===== src/rtl/cp0_intc_if.sv =====
`default_nettype none
// ============================================================================
// Module   : cp0_intc_if
// Purpose  : Bus bundle between the M-stage pipeline logic and the CP0
//            interrupt controller (IRQ lines, mtc0/mfc0, eret, redirect).
// Revision : 1.0 - initial release
// ============================================================================
interface cp0_intc_if;
    logic [5:0]  HWINT_I;
    logic [4:0]  SEL_I;
    logic        WE_I;
    logic [31:0] DAT_I;
    logic [31:0] DAT_O;
    logic [31:0] PC_I;
    logic        VALID_I;
    logic        ERET_I;
    logic        INT_REQ_O;
    logic [31:0] EPC_O;

    // Pipeline side drives requests and instruction context
    modport master (
        output HWINT_I, SEL_I, WE_I, DAT_I, PC_I, VALID_I, ERET_I,
        input  DAT_O, INT_REQ_O, EPC_O
    );

    // Controller side
    modport slave (
        input  HWINT_I, SEL_I, WE_I, DAT_I, PC_I, VALID_I, ERET_I,
        output DAT_O, INT_REQ_O, EPC_O
    );
endinterface
`default_nettype wire


===== src/rtl/cp0_intc.sv =====
`default_nettype none
// ============================================================================
// Module   : cp0_intc
// Purpose  : Coprocessor-0 interrupt controller. Masks/gates level IRQs,
//            raises the M-stage interrupt request, captures EPC, and exposes
//            SR/Cause/EPC/PRId for mfc0/mtc0/eret.
// Revision : 1.0 - initial release
// ============================================================================
module cp0_intc #(
    parameter logic [31:0] PRID = 32'h0000_4D50
) (
    input  wire logic  CLK_I,
    input  wire logic  RST_I,
    cp0_intc_if.slave  bus
);

    localparam logic [4:0] SEL_SR    = 5'd12;
    localparam logic [4:0] SEL_CAUSE = 5'd13;
    localparam logic [4:0] SEL_EPC   = 5'd14;
    localparam logic [4:0] SEL_PRID  = 5'd15;

    logic [5:0]  im_q,  im_d;
    logic        exl_q, exl_d;
    logic        ie_q,  ie_d;
    logic [5:0]  ip_q,  ip_d;
    logic [31:0] epc_q, epc_d;

    logic        int_req;
    logic [31:0] dat_o;
    logic        unused_pc_lsbs;

    // Raw (unregistered) IRQ lines so the request has zero-cycle latency
    assign int_req = (|(bus.HWINT_I & im_q)) & ie_q & ~exl_q & bus.VALID_I;

    // PC low bits are discarded: EPC is always word aligned
    assign unused_pc_lsbs = ^bus.PC_I[1:0];

    // Next-state: interrupt wins; otherwise eret clears EXL and mtc0 writes
    always_comb begin
        im_d  = im_q;
        exl_d = exl_q;
        ie_d  = ie_q;
        ip_d  = bus.HWINT_I;
        epc_d = epc_q;
        if (int_req) begin
            // The interrupted instruction does not commit: drop mtc0/eret
            epc_d = {bus.PC_I[31:2], 2'b00};
            exl_d = 1'b1;
        end else begin
            if (bus.WE_I) begin
                case (bus.SEL_I)
                    SEL_SR: begin
                        im_d  = bus.DAT_I[15:10];
                        exl_d = bus.DAT_I[1];
                        ie_d  = bus.DAT_I[0];
                    end
                    SEL_EPC: epc_d = {bus.DAT_I[31:2], 2'b00};
                    default: ;
                endcase
            end
            // eret overrides the EXL bit of a same-cycle SR write
            if (bus.ERET_I) begin
                exl_d = 1'b0;
            end
        end
    end

    // State registers with asynchronous clear
    always_ff @(posedge CLK_I or posedge RST_I) begin
        if (RST_I) begin
            im_q  <= 6'd0;
            exl_q <= 1'b0;
            ie_q  <= 1'b0;
            ip_q  <= 6'd0;
            epc_q <= 32'd0;
        end else begin
            im_q  <= im_d;
            exl_q <= exl_d;
            ie_q  <= ie_d;
            ip_q  <= ip_d;
            epc_q <= epc_d;
        end
    end

    // mfc0 read mux of pre-edge state (no write bypass)
    always_comb begin
        dat_o = 32'd0;
        case (bus.SEL_I)
            SEL_SR:    dat_o = {16'd0, im_q, 8'd0, exl_q, ie_q};
            SEL_CAUSE: dat_o = {16'd0, ip_q, 10'd0};
            SEL_EPC:   dat_o = epc_q;
            SEL_PRID:  dat_o = PRID;
            default:   dat_o = 32'd0;
        endcase
    end

    assign bus.DAT_O     = dat_o;
    assign bus.INT_REQ_O = int_req;
    assign bus.EPC_O     = epc_q;

endmodule
`default_nettype wire


===== src/flat_wrapper.sv =====
// flat-port wrapper written by rule: the top's interface ports become plain ports
module cp0_intc_flat 
#(
    parameter logic [31:0] PRID = 32'h0000_4D50
)
  (CLK_I, RST_I, bus_HWINT_I, bus_SEL_I, bus_WE_I, bus_DAT_I, bus_PC_I, bus_VALID_I, bus_ERET_I, bus_DAT_O, bus_INT_REQ_O, bus_EPC_O);
  cp0_intc_if bus_i ();
  input  wire logic CLK_I;
  input  wire logic RST_I;
  input wire logic [$bits(bus_i.HWINT_I)-1:0] bus_HWINT_I;
  input wire logic [$bits(bus_i.SEL_I)-1:0] bus_SEL_I;
  input wire logic [$bits(bus_i.WE_I)-1:0] bus_WE_I;
  input wire logic [$bits(bus_i.DAT_I)-1:0] bus_DAT_I;
  input wire logic [$bits(bus_i.PC_I)-1:0] bus_PC_I;
  input wire logic [$bits(bus_i.VALID_I)-1:0] bus_VALID_I;
  input wire logic [$bits(bus_i.ERET_I)-1:0] bus_ERET_I;
  output wire logic [$bits(bus_i.DAT_O)-1:0] bus_DAT_O;
  output wire logic [$bits(bus_i.INT_REQ_O)-1:0] bus_INT_REQ_O;
  output wire logic [$bits(bus_i.EPC_O)-1:0] bus_EPC_O;
  assign bus_i.HWINT_I = bus_HWINT_I;
  assign bus_i.SEL_I = bus_SEL_I;
  assign bus_i.WE_I = bus_WE_I;
  assign bus_i.DAT_I = bus_DAT_I;
  assign bus_i.PC_I = bus_PC_I;
  assign bus_i.VALID_I = bus_VALID_I;
  assign bus_i.ERET_I = bus_ERET_I;
  assign bus_DAT_O = bus_i.DAT_O;
  assign bus_INT_REQ_O = bus_i.INT_REQ_O;
  assign bus_EPC_O = bus_i.EPC_O;
  cp0_intc #(.PRID(PRID)) u_core (.CLK_I(CLK_I), .RST_I(RST_I), .bus(bus_i));
endmodule

===== config.mk =====
export PLATFORM = sky130hd
export DESIGN_NAME = cp0_intc_flat
export DESIGN_NICKNAME = d
export VERILOG_FILES = /design/src/rtl/cp0_intc_if.sv /design/src/rtl/cp0_intc.sv /design/src/flat_wrapper.sv
export SDC_FILE = /design/constraint.sdc
export NUM_CORES = 1
export LEC_CHECK = 0
export BUFFER_PORTS_ARGS = -buffer_cell sky130_fd_sc_hd__buf_4
export CAP_MARGIN = 20
export CELL_PAD_IN_SITES_DETAIL_PLACEMENT = 1
export CELL_PAD_IN_SITES_GLOBAL_PLACEMENT = 1
export CORE_MARGIN = 4
export CORE_UTILIZATION = 30
export CTS_CLUSTER_SIZE = 30
export DETAILED_ROUTE_END_ITERATION = 7
export GPL_TIMING_DRIVEN = 0
export PLACE_DENSITY = 0.89
export SLEW_MARGIN = 30
export SYNTH_ARGS = -nofsm -noshare
export SYNTH_HDL_FRONTEND = slang
export SYNTH_SLANG_ARGS = --single-unit

===== constraint.sdc =====
create_clock -name CLK_I -period 2.1 [get_ports CLK_I]
set_input_delay 0.105 -clock CLK_I [delete_from_list [all_inputs] [get_ports CLK_I]]
set_output_delay 0.105 -clock CLK_I [all_outputs]
set_load 0.02 [all_outputs]

==> metrics.json, run 1 <==
{
  "crit_path_max_fanout": 10,
  "vias": 2301,
  "syn_inst_count": 228,
  "post-route-period-util_pct": 91.64,
  "grt_setup_unrepaired": "no",
  "cts_root_buffer": "clkbuf_8",
  "cts-buffers-inserted": 5,
  "most_frequent_standard_cell_in_the_layout_excluding_fill_and_tap_cells": "buf_4",
  "die_height_microns": 95.44,
  "remaining_drc_errors": 0,
  "wl_per_cell_microns": 17.65,
  "antenna-diode-count": 0,
  "category_of_the_worst_setup_path_capture_point": "primary output",
  "final.setup.tns_ns": 0,
  "initial_core_util_pct": 31.29,
  "timing.final.hold_violations": 0,
  "dp_hpwl_mm": 6.740,
  "synth_largest_area_cell": "dfrtp_1",
  "clock-sinks": 44,
  "finalNetCount": 464,
  "rr_startpoint": "u_core.im_q[1]",
  "fin_skew_ns": 0.005490,
  "netlist.area_leader.share_pct": 48.01,
  "critPathLaunch": "u_core.im_q[1]",
  "final.min_clock_period_ns": 1.925,
  "h_tree_lvl_count": 2,
  "worst_setup_hold_path_clk_slew_ns": 0.08,
  "area_delta_synth_final_pct": 59.96,
  "max_cap_violations": 0,
  "whs_ns": 0.01524,
  "grt_usage_pct": 18.87,
  "drive_gt1_share_pct": 44.27,
  "worst-endpoint-required_ns": 2.00,
  "drv_slew": 0,
  "route.antenna.remaining_nets": 0,
  "horizontal_die_dimension_microns": 95.44,
  "clock_insertion_delay_worst_skew_ns": 0.28,
  "p_leak_nw": 1.741,
  "layout.cell_area.non_filler_sq_um": 3669,
  "highest-signal-layer": "met4",
  "min_path_type": "in2reg",
  "floorplan_die_area_sq_um": 9108,
  "gp_congestion": 0.8131,
  "coreArea_sq_um": 7331,
  "layout.cells.most_common_list": "144 x buf_4, 46 x nor2_1, 44 x dfrtp_1",
  "detail_route.wirelength_mm": 8.527,
  "synth.cell_area_sq_um": 2293,
  "grt_first_pass_wirelength_mm": 13.01,
  "viasPerCell": 4.764,
  "yosys_warns": 0,
  "rows": 31,
  "slew-limit-headroom_pct": 62.95,
  "timing.setup.critical_path_class": "reg2out",
  "finalSetupViolations": 0,
  "cellPowerDensity_nw_per_um2": 1018,
  "postCtsSetupRepairBufs": 0,
  "pin_count": 145,
  "worstRegToRegCells": 6,
  "met2_wire_len_mm": 4.581,
  "synthDistinctLibCells": 27,
  "global_route_overflow": 0,
  "antenna_found_initial": 0,
  "placed_cell_area_sq_um": 3520,
  "met1_length_mm": 3.297,
  "timing.rr.end": "u_core.bus.EPC_O[12]",
  "fmax_mhz": 519.6,
  "drtPass1Iterations": 4,
  "worst_slew_pin_slew_ns": 0.5557,
  "synth-seq-cells": 44,
  "met3_wirelength_microns": 431,
  "status": "finished, final reports clean",
  "startpoint_type": "register",
  "timing.hold.worst_path_depth": 2,
  "port_buffers": 139,
  "crit_arrival_ns": 1.82,
  "cts_tree": "yes",
  "postSynthAreaPerCell_sq_um": 10.06,
  "crit_path_end": "bus_INT_REQ_O",
  "drt_first_iter_violations": 59,
  "synth-seq-area-share_pct": 48.01,
  "worst_ir_drop_vdd_mv": 0.4594,
  "largest_net_degree_at_the_start_of_global_routing": 19,
  "via_count_of_the_first_global_routing_pass": 2575,
  "clock_tree.buffer_depth": 2,
  "synth.top_cells.by_area": "dfrtp_1 48%, mux2i_1 15%, nor2_1 7.5%",
  "internal_reg_to_reg_setup_slack_ns": 0.30
}
==> kinds of logic after synthesis <==
group | count (synthesis) | synth area share, %
AO/OA/AOI/OAI | 41 | 9.602
buffers and inverters | 20 | 4.474
flip-flops | 44 | 48.01
multiplexers | 44 | 19.69
other | 1 | 0.1635
AND/OR/NAND/NOR | 78 | 18.06
==> flip-flops by register name (all words and copies together), names as in the netlist <==
signal,count
u_core.bus.EPC_O,30
u_core.exl_q,1
u_core.ie_q,1
u_core.im_q,6
u_core.ip_q,6
==> report_power, final <==
part           switching, mW  leakage (nW)  internal [mW]
clock network          0.277        0.0410          0.227
logic                  0.962          1.20          0.819
registers              0.270         0.499           1.18
total                   1.51          1.74           2.22
==> area by class of cell <==
cell class / count / area, sq um
fillers: 873 / 3662
repair buffers: 148 / 1169
flip-flops and latches: 44 / 1101
multi-input cells: 165 / 1094
well taps: 99 / 123.9
plain buffers: 18 / 96.34
clock buffers: 6 / 72.57
inverters: 2 / 7.507
clock inverters: 1 / 5.005
==> how the worst min path moves through the flow <==
| stage | to | from | slack (ns) |
|---|---|---|---|
| floorplan | u_core.ip_q[0] | bus_HWINT_I[0] | 0.14 |
| global placement | u_core.ip_q[5] | bus_HWINT_I[5] | 0.23 |
| detailed placement | u_core.bus.EPC_O[3] | RST_I | 0.07 |
| CTS | u_core.exl_q | bus_ERET_I | 0.007 |
| global route | u_core.exl_q | bus_ERET_I | 0.04 |
| finish | u_core.exl_q | bus_ERET_I | 0.02 |
==> synth_stat cells <==
| library cell | n |
|---|---|
| nor2_1 | 46 |
| dfrtp_1 | 44 |
| mux2i_1 | 35 |
| a21oi_1 | 33 |
| and2_1 | 21 |
| clkbuf_1 | 9 |
| mux2_2 | 9 |
| buf_4 | 5 |
| a22oi_1 | 3 |
| o22ai_1 | 3 |
| buf_1 | 2 |
| inv_1 | 2 |
| nor4b_1 | 2 |
| a31o_2 | 1 |
| buf_2 | 1 |
| buf_6 | 1 |
| conb_1 | 1 |
| nand2_1 | 1 |
| nand2b_1 | 1 |
| nand3b_1 | 1 |
| nand3b_4 | 1 |
| nand4b_1 | 1 |
| nor2b_1 | 1 |
| nor2b_4 | 1 |
| nor3b_2 | 1 |
| o21ai_0 | 1 |
| or4b_4 | 1 |
==> timing repair <==
item	CTS	global route
endpoints found under the hold margin	15	0
endpoints found under the setup margin	0	1
hold buffers	7	0
resized for setup	0	1
==> worst max-delay path, cell delays in order, from the launching register on <==
cell	delay (ns)
dfrtp_1	0.41
a22oi_1	0.24
a31o_2	0.19
buf_2	0.21
clkbuf_2	0.27
inv_1	0.07
buf_4	0.16
==> metal layers <==
| layer | GRT usage, % | up-vias |
|---|---|---|
| li1 | - | 1083 |
| met1 | 21.72 | 1125 |
| met2 | 34.52 | 79 |
| met3 | 3.552 | 14 |
| met4 | 6.991 | 0 |
| met5 | 0 | - |
==> per-stage QoR <==
step                std cells  power, mW  utilization (%)  setup WS (ns)
global route              483      3.994            50.04        0.04634
CTS                       483      3.773            50.03       0.008874
global placement          467      3.147            47.26         0.2839
finish                    483      3.733            50.04         0.1755
floorplan                 229      2.371                -         0.5619
detailed placement        469      3.248            48.01         0.3297
No activity file was read; power rests on OpenSTA's default activity.
==> run 2: changes to the inputs <==
--- a/config.mk
+++ b/config.mk
@@ -10,11 +10,12 @@
 export CELL_PAD_IN_SITES_DETAIL_PLACEMENT = 1
 export CELL_PAD_IN_SITES_GLOBAL_PLACEMENT = 1
 export CORE_MARGIN = 4
-export CORE_UTILIZATION = 30
+export CORE_UTILIZATION = 31
+export CTS_BUF_LIST = sky130_fd_sc_hd__clkbuf_4
 export CTS_CLUSTER_SIZE = 30
 export DETAILED_ROUTE_END_ITERATION = 7
 export GPL_TIMING_DRIVEN = 0
-export PLACE_DENSITY = 0.89
+export PLACE_DENSITY = 0.92
 export SLEW_MARGIN = 30
 export SYNTH_ARGS = -nofsm -noshare
 export SYNTH_HDL_FRONTEND = slang
==> run 2 against run 1 <==
Compared with the run above:
- sequential cell count unchanged
- routed wire length rose by 8.7%
- cell count is 4.3% higher
- power rose by 2.2%
- register-to-register slack got worse by 0.16 ns
- via count increased by 3.5%
- non-clock buffer count increased by 20
- global-route usage is 2.3 points higher
- hold slack worse by 0.0056 ns
- critical path depth did not move
- critical endpoint is now u_core.im_q[1]
- fmax decreased by 1.9%
- sequential power about the same
==> metrics.json, run 2 (synthesis gave the netlist of run 1 again) <==
{
  "drt_first_iter_violations": {"value": 71, "change": "+20%"},
  "initial_core_util": {"value": 31.79, "unit": "%", "change": "+0.50 points"},
  "timing.setup.critical_path_class": "reg2reg",
  "worst-endpoint-required": {"value": 2.35, "unit": "ns", "change": "+0.35 ns"},
  "pin_count": {"value": 145, "change": "unchanged"},
  "route.antenna.remaining_nets": {"value": 0, "change": "unchanged"},
  "min_delay_worst_endpoint": "u_core.bus.EPC_O[9]",
  "finalNetCount": {"value": 484, "change": "+4.3%"},
  "die_height": {"value": 94.01, "unit": "microns", "change": "-1.5%"},
  "worst_path_max_delay_cell": "dfrtp_1",
  "postCtsSetupRepairBufs": {"value": 0, "change": "unchanged"},
  "worst_setup_hold_path_clk_slew": {"value": 0.13, "unit": "ns", "change": "+0.05 ns"},
  "internal_reg_to_reg_setup_slack": {"value": 0.14, "unit": "ns", "change": "-0.16 ns"},
  "worst_ir_drop_vdd": {"value": 0.4325, "unit": "mV", "change": "-5.9%"},
  "worst_slew_pin_slew": {"value": 0.5906, "unit": "ns", "change": "+0.03489 ns"},
  "combPwrFrac": {"value": 48.0, "unit": "%", "change": "+0.3 points"},
  "antenna-diode-count": {"value": 0, "change": "unchanged"},
  "clock_insertion_delay_worst_skew": {"value": 0.35, "unit": "ns", "change": "+0.07 ns"},
  "most_frequent_standard_cell_in_the_layout_excluding_fill_and_tap_cells": "buf_4",
  "floorplan_die_area": {"value": 8838, "unit": "sq um", "change": "-3.0%"},
  "min_path_type": "in2reg",
  "drive_gt1_share": {"value": 41.98, "unit": "%", "change": "-2.3 points"},
  "crit_path_max_fanout": {"value": 19, "change": "+9"},
  "max_stage_delay": {"value": 0.43, "unit": "ns", "change": "+0.02 ns"},
  "grt_first_pass_wirelength": {"value": 14.22, "unit": "mm", "change": "+9.3%"},
  "internal-power": {"value": 2.261, "unit": "mW", "change": "+1.7%"},
  "rr_startpoint": "u_core.im_q[1]",
  "crit_arrival": {"value": 2.21, "unit": "ns", "change": "+0.39 ns"},
  "coreArea": {"value": 7214, "unit": "sq um", "change": "-1.6%"},
  "whs": {"value": 0.009648, "unit": "ns", "change": "-0.005594 ns"},
  "area_delta_synth_final_pct": 68.85,
  "dp_hpwl": {"value": 6.989, "unit": "mm", "change": "+3.7%"},
  "cellPowerDensity": {"value": 985.7, "unit": "nW/um^2", "change": "-3.1%"},
  "worst_path_dominant_cell_family": "buffers and inverters",
  "via_count_of_the_first_global_routing_pass": {"value": 2780, "change": "+8.0%"},
  "sw_frac_of_total": {"value": 40.76, "unit": "%", "change": "+0.35 points"},
  "fmax": {"value": 510.0, "unit": "MHz", "change": "-1.9%"},
  "drv_slew": {"value": 0, "change": "unchanged"},
  "finalSetupViolations": {"value": 0, "change": "unchanged"},
  "timing.rr.end": "u_core.im_q[1]",
  "grt_setup_unrepaired": "no",
  "final.setup.tns": {"value": 0, "unit": "ns", "change": "unchanged"},
  "grt_usage": {"value": 21.13, "unit": "%", "change": "+2.3 points"},
  "seq_power_share": {"value": 38.3, "unit": "%", "change": "-0.5 points"},
  "cts_tree": "yes",
  "timing.hold.worst_path_depth": {"value": 3, "change": "+1"},
  "power.share.clock": {"value": 13.7, "unit": "%", "change": "+0.2 points"},
  "clock-sinks": {"value": 44, "change": "unchanged"},
  "layout.cells.most_common_list": "144 x buf_4, 46 x nor2_1, 44 x dfrtp_1",
  "vias": {"value": 2382, "change": "+3.5%"},
  "startpoint_type": "register",
  "critical_hold_path_startpoint": "bus_PC_I[9]",
  "final.min_clock_period": {"value": 1.961, "unit": "ns", "change": "+0.03637 ns"},
  "largest_net_degree_at_the_start_of_global_routing": {"value": 20, "change": "+1"},
  "fin_skew": {"value": 0.003550, "unit": "ns", "change": "-0.001939 ns"},
  "gp_congestion": {"value": 0.7751, "change": "-4.7%"},
  "crit_path_cell_trace": "a22oi_1 > a31o_2 > buf_2 > nor2b_4 > buf_6 > mux2_2",
  "horizontal_die_dimension": {"value": 94.01, "unit": "microns", "change": "-1.5%"},
  "remaining_drc_errors": {"value": 0, "change": "unchanged"},
  "p_leak": {"value": 1.826, "unit": "nW", "change": "+4.9%"},
  "category_of_the_worst_setup_path_capture_point": "register",
  "sw_pwr": {"value": 1.556, "unit": "mW", "change": "+3.1%"},
  "timing.final.hold_violations": {"value": 0, "change": "unchanged"},
  "worstRegToRegCells": {"value": 6, "change": "unchanged"},
  "max_cap_violations": {"value": 0, "change": "unchanged"},
  "report.power.total": {"value": 3.817, "unit": "mW", "change": "+2.2%"},
  "slew-limit-headroom": {"value": 60.63, "unit": "%", "change": "-2.3 points"},
  "drtPass1Iterations": {"value": 4, "change": "unchanged"},
  "rows": {"value": 31, "change": "unchanged"},
  "global_route_overflow": {"value": 0, "change": "unchanged"},
  "viasPerCell": {"value": 4.726, "change": "-0.79%"},
  "detail_route.wirelength": {"value": 9.268, "unit": "mm", "change": "+8.7%"},
  "antenna_found_initial": {"value": 0, "change": "unchanged"},
  "path_buf_inv": {"value": 2, "change": "-2"},
  "status": "finished, final reports clean",
  "clock_tree.buffer_depth": {"value": 2, "change": "unchanged"},
  "h_tree_lvl_count": {"value": 2, "change": "unchanged"},
  "port_buffers": {"value": 139, "change": "unchanged"},
  "wl_per_cell": {"value": 18.39, "unit": "microns", "change": "+4.2%"},
  "largest_register_ffs": {"value": 30, "change": "unchanged"},
  "cts-buffers-inserted": {"value": 5, "change": "unchanged"},
  "num-fill-cells": {"value": 838, "change": "-4.0%"},
  "cts_root_buffer": "clkbuf_4",
  "post-route-period-util": {"value": 93.38, "unit": "%", "change": "+1.7 points"}
}
## run 2: cell count changes in the layout (fill, tap and decap cells not counted), sizes merged
cell | before | now
clkinv | 1 | 2
clkbuf | 16 | 14
bufinv | 0 | 1
dlygate4sd3 | 7 | 28
## run 2: cell type report
cell class              instances  area, sq um  share of cell area, %
repair buffers                169         1379                  35.61
flip-flops and latches         44         1101                  28.43
multi-input cells             165         1094                  28.24
well taps                      99        123.9                  3.199
plain buffers                  17        92.59                  2.391
clock buffers                   5        37.54                 0.9693
clock inverters                 3        37.54                 0.9693
inverters                       2        7.507                 0.1939
## run 2: worst register-to-register path, cell delays in order (launching register included)
cell	delay [ns]
dfrtp_1	0.43
a22oi_1	0.23
a31o_2	0.19
buf_2	0.32
nor2b_4	0.22
buf_6	0.13
mux2_2	0.34
## run 2: worst max path at each step
stage	depth (start not counted)	endpoint	start	slack [ns]
CTS	6	u_core.im_q[1]	u_core.im_q[1]	0.13
detailed placement	5	u_core.bus.EPC_O[16]	u_core.im_q[1]	0.32
global route	5	u_core.bus.EPC_O[12]	u_core.im_q[1]	0.02
global placement	2	u_core.bus.EPC_O[11]	RST_I	0.31
finish	6	u_core.im_q[1]	u_core.im_q[1]	0.14
floorplan	6	u_core.im_q[0]	u_core.im_q[0]	0.56
## run 2: power groups by stage
| stage | registers [mW] | clock network [mW] | logic, mW |
|---|---|---|---|
| floorplan | 1.74 | 0 | 0.633 |
| global placement | 1.43 | 0 | 1.71 |
| detailed placement | 1.47 | 0 | 1.81 |
| CTS | 1.46 | 0.545 | 1.85 |
| global route | 1.51 | 0.574 | 1.99 |
| finish | 1.46 | 0.523 | 1.83 |
## run 2: per-layer routing
metal / wire (microns) / part of all wire, % / global-route usage, % / vias to the layer above
li1: - / - / - / 1120
met1: 3526 / 38 / 22.88 / 1171
met2: 5186 / 56 / 40.98 / 79
met3: 394 / 4.3 / 3.446 / 12
met4: 160 / 1.7 / 7.100 / 0
met5: 0 / 0 / 0 / -
## run 2: timing repair
item	CTS	global route
resized for setup	0	2
hold buffers	27	1
endpoints found under the setup margin	1	1
hold endpoints to repair	39	1
## run 2: through the flow
| stage | instance area, sq um | util, % | cells | worst slack [ns] |
|---|---|---|---|---|
| after global routing | 3872 | 53.68 | 504 | 0.01564 |
| after floorplan | 2297 | - | 229 | 0.5619 |
| after CTS | 3861 | 53.52 | 503 | 0.1344 |
| after detailed placement | 3520 | 48.79 | 469 | 0.3215 |
| after global placement | 3465 | 48.02 | 467 | 0.3128 |
| final | 3872 | 53.68 | 504 | 0.1391 |
==> run 3: changes to the inputs <==
--- a/config.mk
+++ b/config.mk
@@ -5,7 +5,7 @@
 export SDC_FILE = /design/constraint.sdc
 export NUM_CORES = 1
 export LEC_CHECK = 0
-export BUFFER_PORTS_ARGS = -buffer_cell sky130_fd_sc_hd__buf_4
+export BUFFER_PORTS_ARGS = -buffer_cell sky130_fd_sc_hd__buf_2
 export CAP_MARGIN = 20
 export CELL_PAD_IN_SITES_DETAIL_PLACEMENT = 1
 export CELL_PAD_IN_SITES_GLOBAL_PLACEMENT = 1
==> run 3 against run 2 <==
Compared with the run above:
- fmax is 0.18% lower
- hold slack better by 0.0012 ns
- register-to-register slack hardly changed
- via count is 0.59% higher
- sequential share of layout area is 2.3 points higher
- count of clock-buffer cells in the layout stayed put
- sequential cell count stayed put
- first-iteration DRC count is 7.0% lower
- largest power group unchanged
- critical path depth is 2 higher
- combinational power is 11% lower
==> metrics.json, run 3 (synthesis gave the netlist of run 1 again) <==
{
  "status": "finished, final reports clean",
  "die_height": {"value": 94.01, "unit": "microns", "change": "unchanged"},
  "area_delta_synth_final_pct": 56.14,
  "finalSetupViolations": {"value": 0, "change": "unchanged"},
  "report.power.total": {"value": 3.587, "unit": "mW", "change": "-6.0%"},
  "pin_count": {"value": 145, "change": "unchanged"},
  "horizontal_die_dimension": {"value": 94.01, "unit": "microns", "change": "unchanged"},
  "p_leak": {"value": 1.749, "unit": "nW", "change": "-4.3%"},
  "cts-buffers-inserted": {"value": 5, "change": "unchanged"},
  "timing.setup.critical_path_class": "in2reg",
  "internal-power": {"value": 2.064, "unit": "mW", "change": "-8.7%"},
  "route.antenna.remaining_nets": {"value": 0, "change": "unchanged"},
  "detail_route.wirelength": {"value": 8.962, "unit": "mm", "change": "-3.3%"},
  "clock_tree.buffer_depth": {"value": 2, "change": "unchanged"},
  "gp_congestion": {"value": 0.7568, "change": "-2.4%"},
  "layout.cells.most_common_list": "140 x buf_2, 46 x nor2_1, 44 x dfrtp_1",
  "worst_path_max_delay_cell": "dlygate4sd3_1",
  "cts_root_buffer": "clkbuf_4",
  "num-fill-cells": {"value": 888, "change": "+6.0%"},
  "drt_first_iter_violations": {"value": 66, "change": "-7.0%"},
  "fin_skew": {"value": 0.005029, "unit": "ns", "change": "+0.001478 ns"},
  "seq_power_share": {"value": 39.9, "unit": "%", "change": "+1.6 points"},
  "postCtsSetupRepairBufs": {"value": 0, "change": "unchanged"},
  "largest_register_ffs": {"value": 30, "change": "unchanged"},
  "grt_setup_unrepaired": "no",
  "grt_usage": {"value": 20.59, "unit": "%", "change": "-0.55 points"},
  "wl_per_cell": {"value": 17.54, "unit": "microns", "change": "-4.6%"},
  "post-route-worst-setup-slack": {"value": 0.1355, "unit": "ns", "change": "-0.003589 ns"},
  "final.setup.tns": {"value": 0, "unit": "ns", "change": "unchanged"},
  "post-route-period-util": {"value": 93.55, "unit": "%", "change": "+0.17 points"},
  "vias": {"value": 2396, "change": "+0.59%"},
  "clock-sinks": {"value": 44, "change": "unchanged"},
  "final.min_clock_period": {"value": 1.964, "unit": "ns", "change": "+0.003589 ns"},
  "clock_insertion_delay_worst_skew": {"value": 0.35, "unit": "ns", "change": "about the same"},
  "via_count_of_the_first_global_routing_pass": {"value": 2791, "change": "+0.40%"},
  "largest_net_degree_at_the_start_of_global_routing": {"value": 25, "change": "+25%"},
  "viasPerCell": {"value": 4.689, "change": "-0.79%"},
  "initial_core_util": {"value": 31.79, "unit": "%", "change": "unchanged"},
  "coreArea": {"value": 7214, "unit": "sq um", "change": "unchanged"},
  "port_buffers": {"value": 139, "change": "unchanged"},
  "global_route_overflow": {"value": 0, "change": "unchanged"},
  "crit_path_cell_trace": "dlygate4sd3_1 > buf_2 > a22oi_1 > a31o_2 > buf_2 > clkbuf_1 > nor2_1 > a21oi_1",
  "max_stage_delay": {"value": 0.53, "unit": "ns", "change": "+0.10 ns"},
  "cts-resized-gates": {"value": 0, "change": "unchanged"},
  "cts_tree": "yes",
  "fmax": {"value": 509.0, "unit": "MHz", "change": "-0.18%"},
  "drtPass1Iterations": {"value": 4, "change": "unchanged"},
  "layout.cell_area.non_filler": {"value": 3581, "unit": "sq um", "change": "-7.5%"},
  "worst_setup_hold_path_clk_slew": {"value": 0.14, "unit": "ns", "change": "about the same"},
  "grt_first_pass_wirelength": {"value": 13.99, "unit": "mm", "change": "-1.6%"},
  "placed_cell_area": {"value": 3144, "unit": "sq um", "change": "-11%"},
  "h_tree_lvl_count": {"value": 2, "change": "unchanged"},
  "remaining_drc_errors": {"value": 0, "change": "unchanged"},
  "combPwrFrac": {"value": 45.2, "unit": "%", "change": "-2.8 points"},
  "crit_arrival": {"value": 2.25, "unit": "ns", "change": "+0.04 ns"},
  "drive_gt1_share": {"value": 41.26, "unit": "%", "change": "-0.71 points"},
  "floorplan_die_area": {"value": 8838, "unit": "sq um", "change": "unchanged"},
  "slew-limit-headroom": {"value": 59.82, "unit": "%", "change": "-0.80 points"},
  "startpoint_type": "input port",
  "power.share.clock": {"value": 14.9, "unit": "%", "change": "+1.2 points"},
  "crit_path_max_fanout": {"value": 19, "change": "unchanged"},
  "whs": {"value": 0.01084, "unit": "ns", "change": "+0.001190 ns"},
  "antenna-diode-count": {"value": 0, "change": "unchanged"},
  "sw_pwr": {"value": 1.524, "unit": "mW", "change": "-2.1%"},
  "max_cap_violations": {"value": 0, "change": "unchanged"},
  "pre_cts_ws": {"value": 0.2529, "unit": "ns", "change": "-0.06859 ns"},
  "rows": {"value": 31, "change": "unchanged"},
  "worst-endpoint-required": {"value": 2.38, "unit": "ns", "change": "+0.03 ns"},
  "dp_hpwl": {"value": 6.378, "unit": "mm", "change": "-8.7%"},
  "timing.final.hold_violations": {"value": 0, "change": "unchanged"},
  "min_path_type": "in2reg",
  "worst_slew_pin_slew": {"value": 0.6027, "unit": "ns", "change": "+0.01207 ns"},
  "category_of_the_worst_setup_path_capture_point": "register",
  "finalNetCount": {"value": 491, "change": "+1.4%"},
  "antenna_found_initial": {"value": 0, "change": "unchanged"},
  "most_frequent_standard_cell_in_the_layout_excluding_fill_and_tap_cells": "buf_2",
  "drv_slew": {"value": 0, "change": "unchanged"},
  "worst_ir_drop_vdd": {"value": 0.4550, "unit": "mV", "change": "+5.2%"},
  "cellPowerDensity": {"value": 1002, "unit": "nW/um^2", "change": "+1.6%"},
  "sw_frac_of_total": {"value": 42.47, "unit": "%", "change": "+1.7 points"},
  "cpMostUsedCell": "buf_2"
}
[run 3: power by group through the flow]
stage                     clock network [mW]  logic, mW  registers [mW]
after CTS                              0.558       1.62            1.43
after floorplan                            0      0.633            1.74
final                                  0.536       1.62            1.43
after global placement                     0       1.50            1.41
after global routing                   0.590       1.76            1.48
after detailed placement                   0       1.58            1.44
[run 3: repair_timing]
action | in CTS | in global routing
hold buffers | 36 | 0
endpoints found under the setup margin | 1 | 0
endpoints found under the hold margin | 58 | 0
[run 3: worst paths after layout]
check / from / end / slack [ns] / depth (start not counted)
max: bus_HWINT_I[2] / u_core.bus.EPC_O[12] / 0.14 / 8
max reg2reg: u_core.im_q[5] / u_core.bus.EPC_O[12] / 0.14 / 6
min: bus_PC_I[19] / u_core.bus.EPC_O[19] / 0.01 / 3
min in group asynchronous: RST_I / u_core.bus.EPC_O[4] / 0.37 / 3
max in group asynchronous: RST_I / u_core.bus.EPC_O[30] / 1.22 / 4
min reg2reg: u_core.ie_q / u_core.ie_q / 0.56 / 2
[run 3: cell type report]
cell class	count	area (sq um)	share of cell area, %
Sequential cell	44	1101	30.75
Clock buffer	5	37.54	1.048
Inverter	2	7.507	0.2096
Buffer	17	91.34	2.551
Multi-Input combinational cell	165	1094	30.54
Clock inverter	3	42.54	1.188
Tap cell	99	123.9	3.459
Timing Repair Buffer	176	1084	30.26
[run 3: worst max-delay path: cells and delay by family]
family,cells,cell delay [ns]
AO/OA/AOI/OAI,3,0.54
buffers and inverters,4,1.46
AND/OR/NAND/NOR,1,0.13
[run 3: metal layers]
layer | up-vias | routed length, microns | GRT usage [%]
met2 | 87 | 4983 | 40.09
met3 | 12 | 439 | 3.846
li1 | 1137 | - | -
met5 | - | 0 | 0
met4 | 0 | 189 | 6.859
met1 | 1160 | 3350 | 21.85
[run 3: metrics by stage]
stage,utilization [%],std cells
2_1_floorplan,-,229
3_3_place_gp,43.20,467
3_5_place_dp,43.58,468
4_1_cts,49.64,511
5_1_grt,49.64,511
6_report,49.64,511
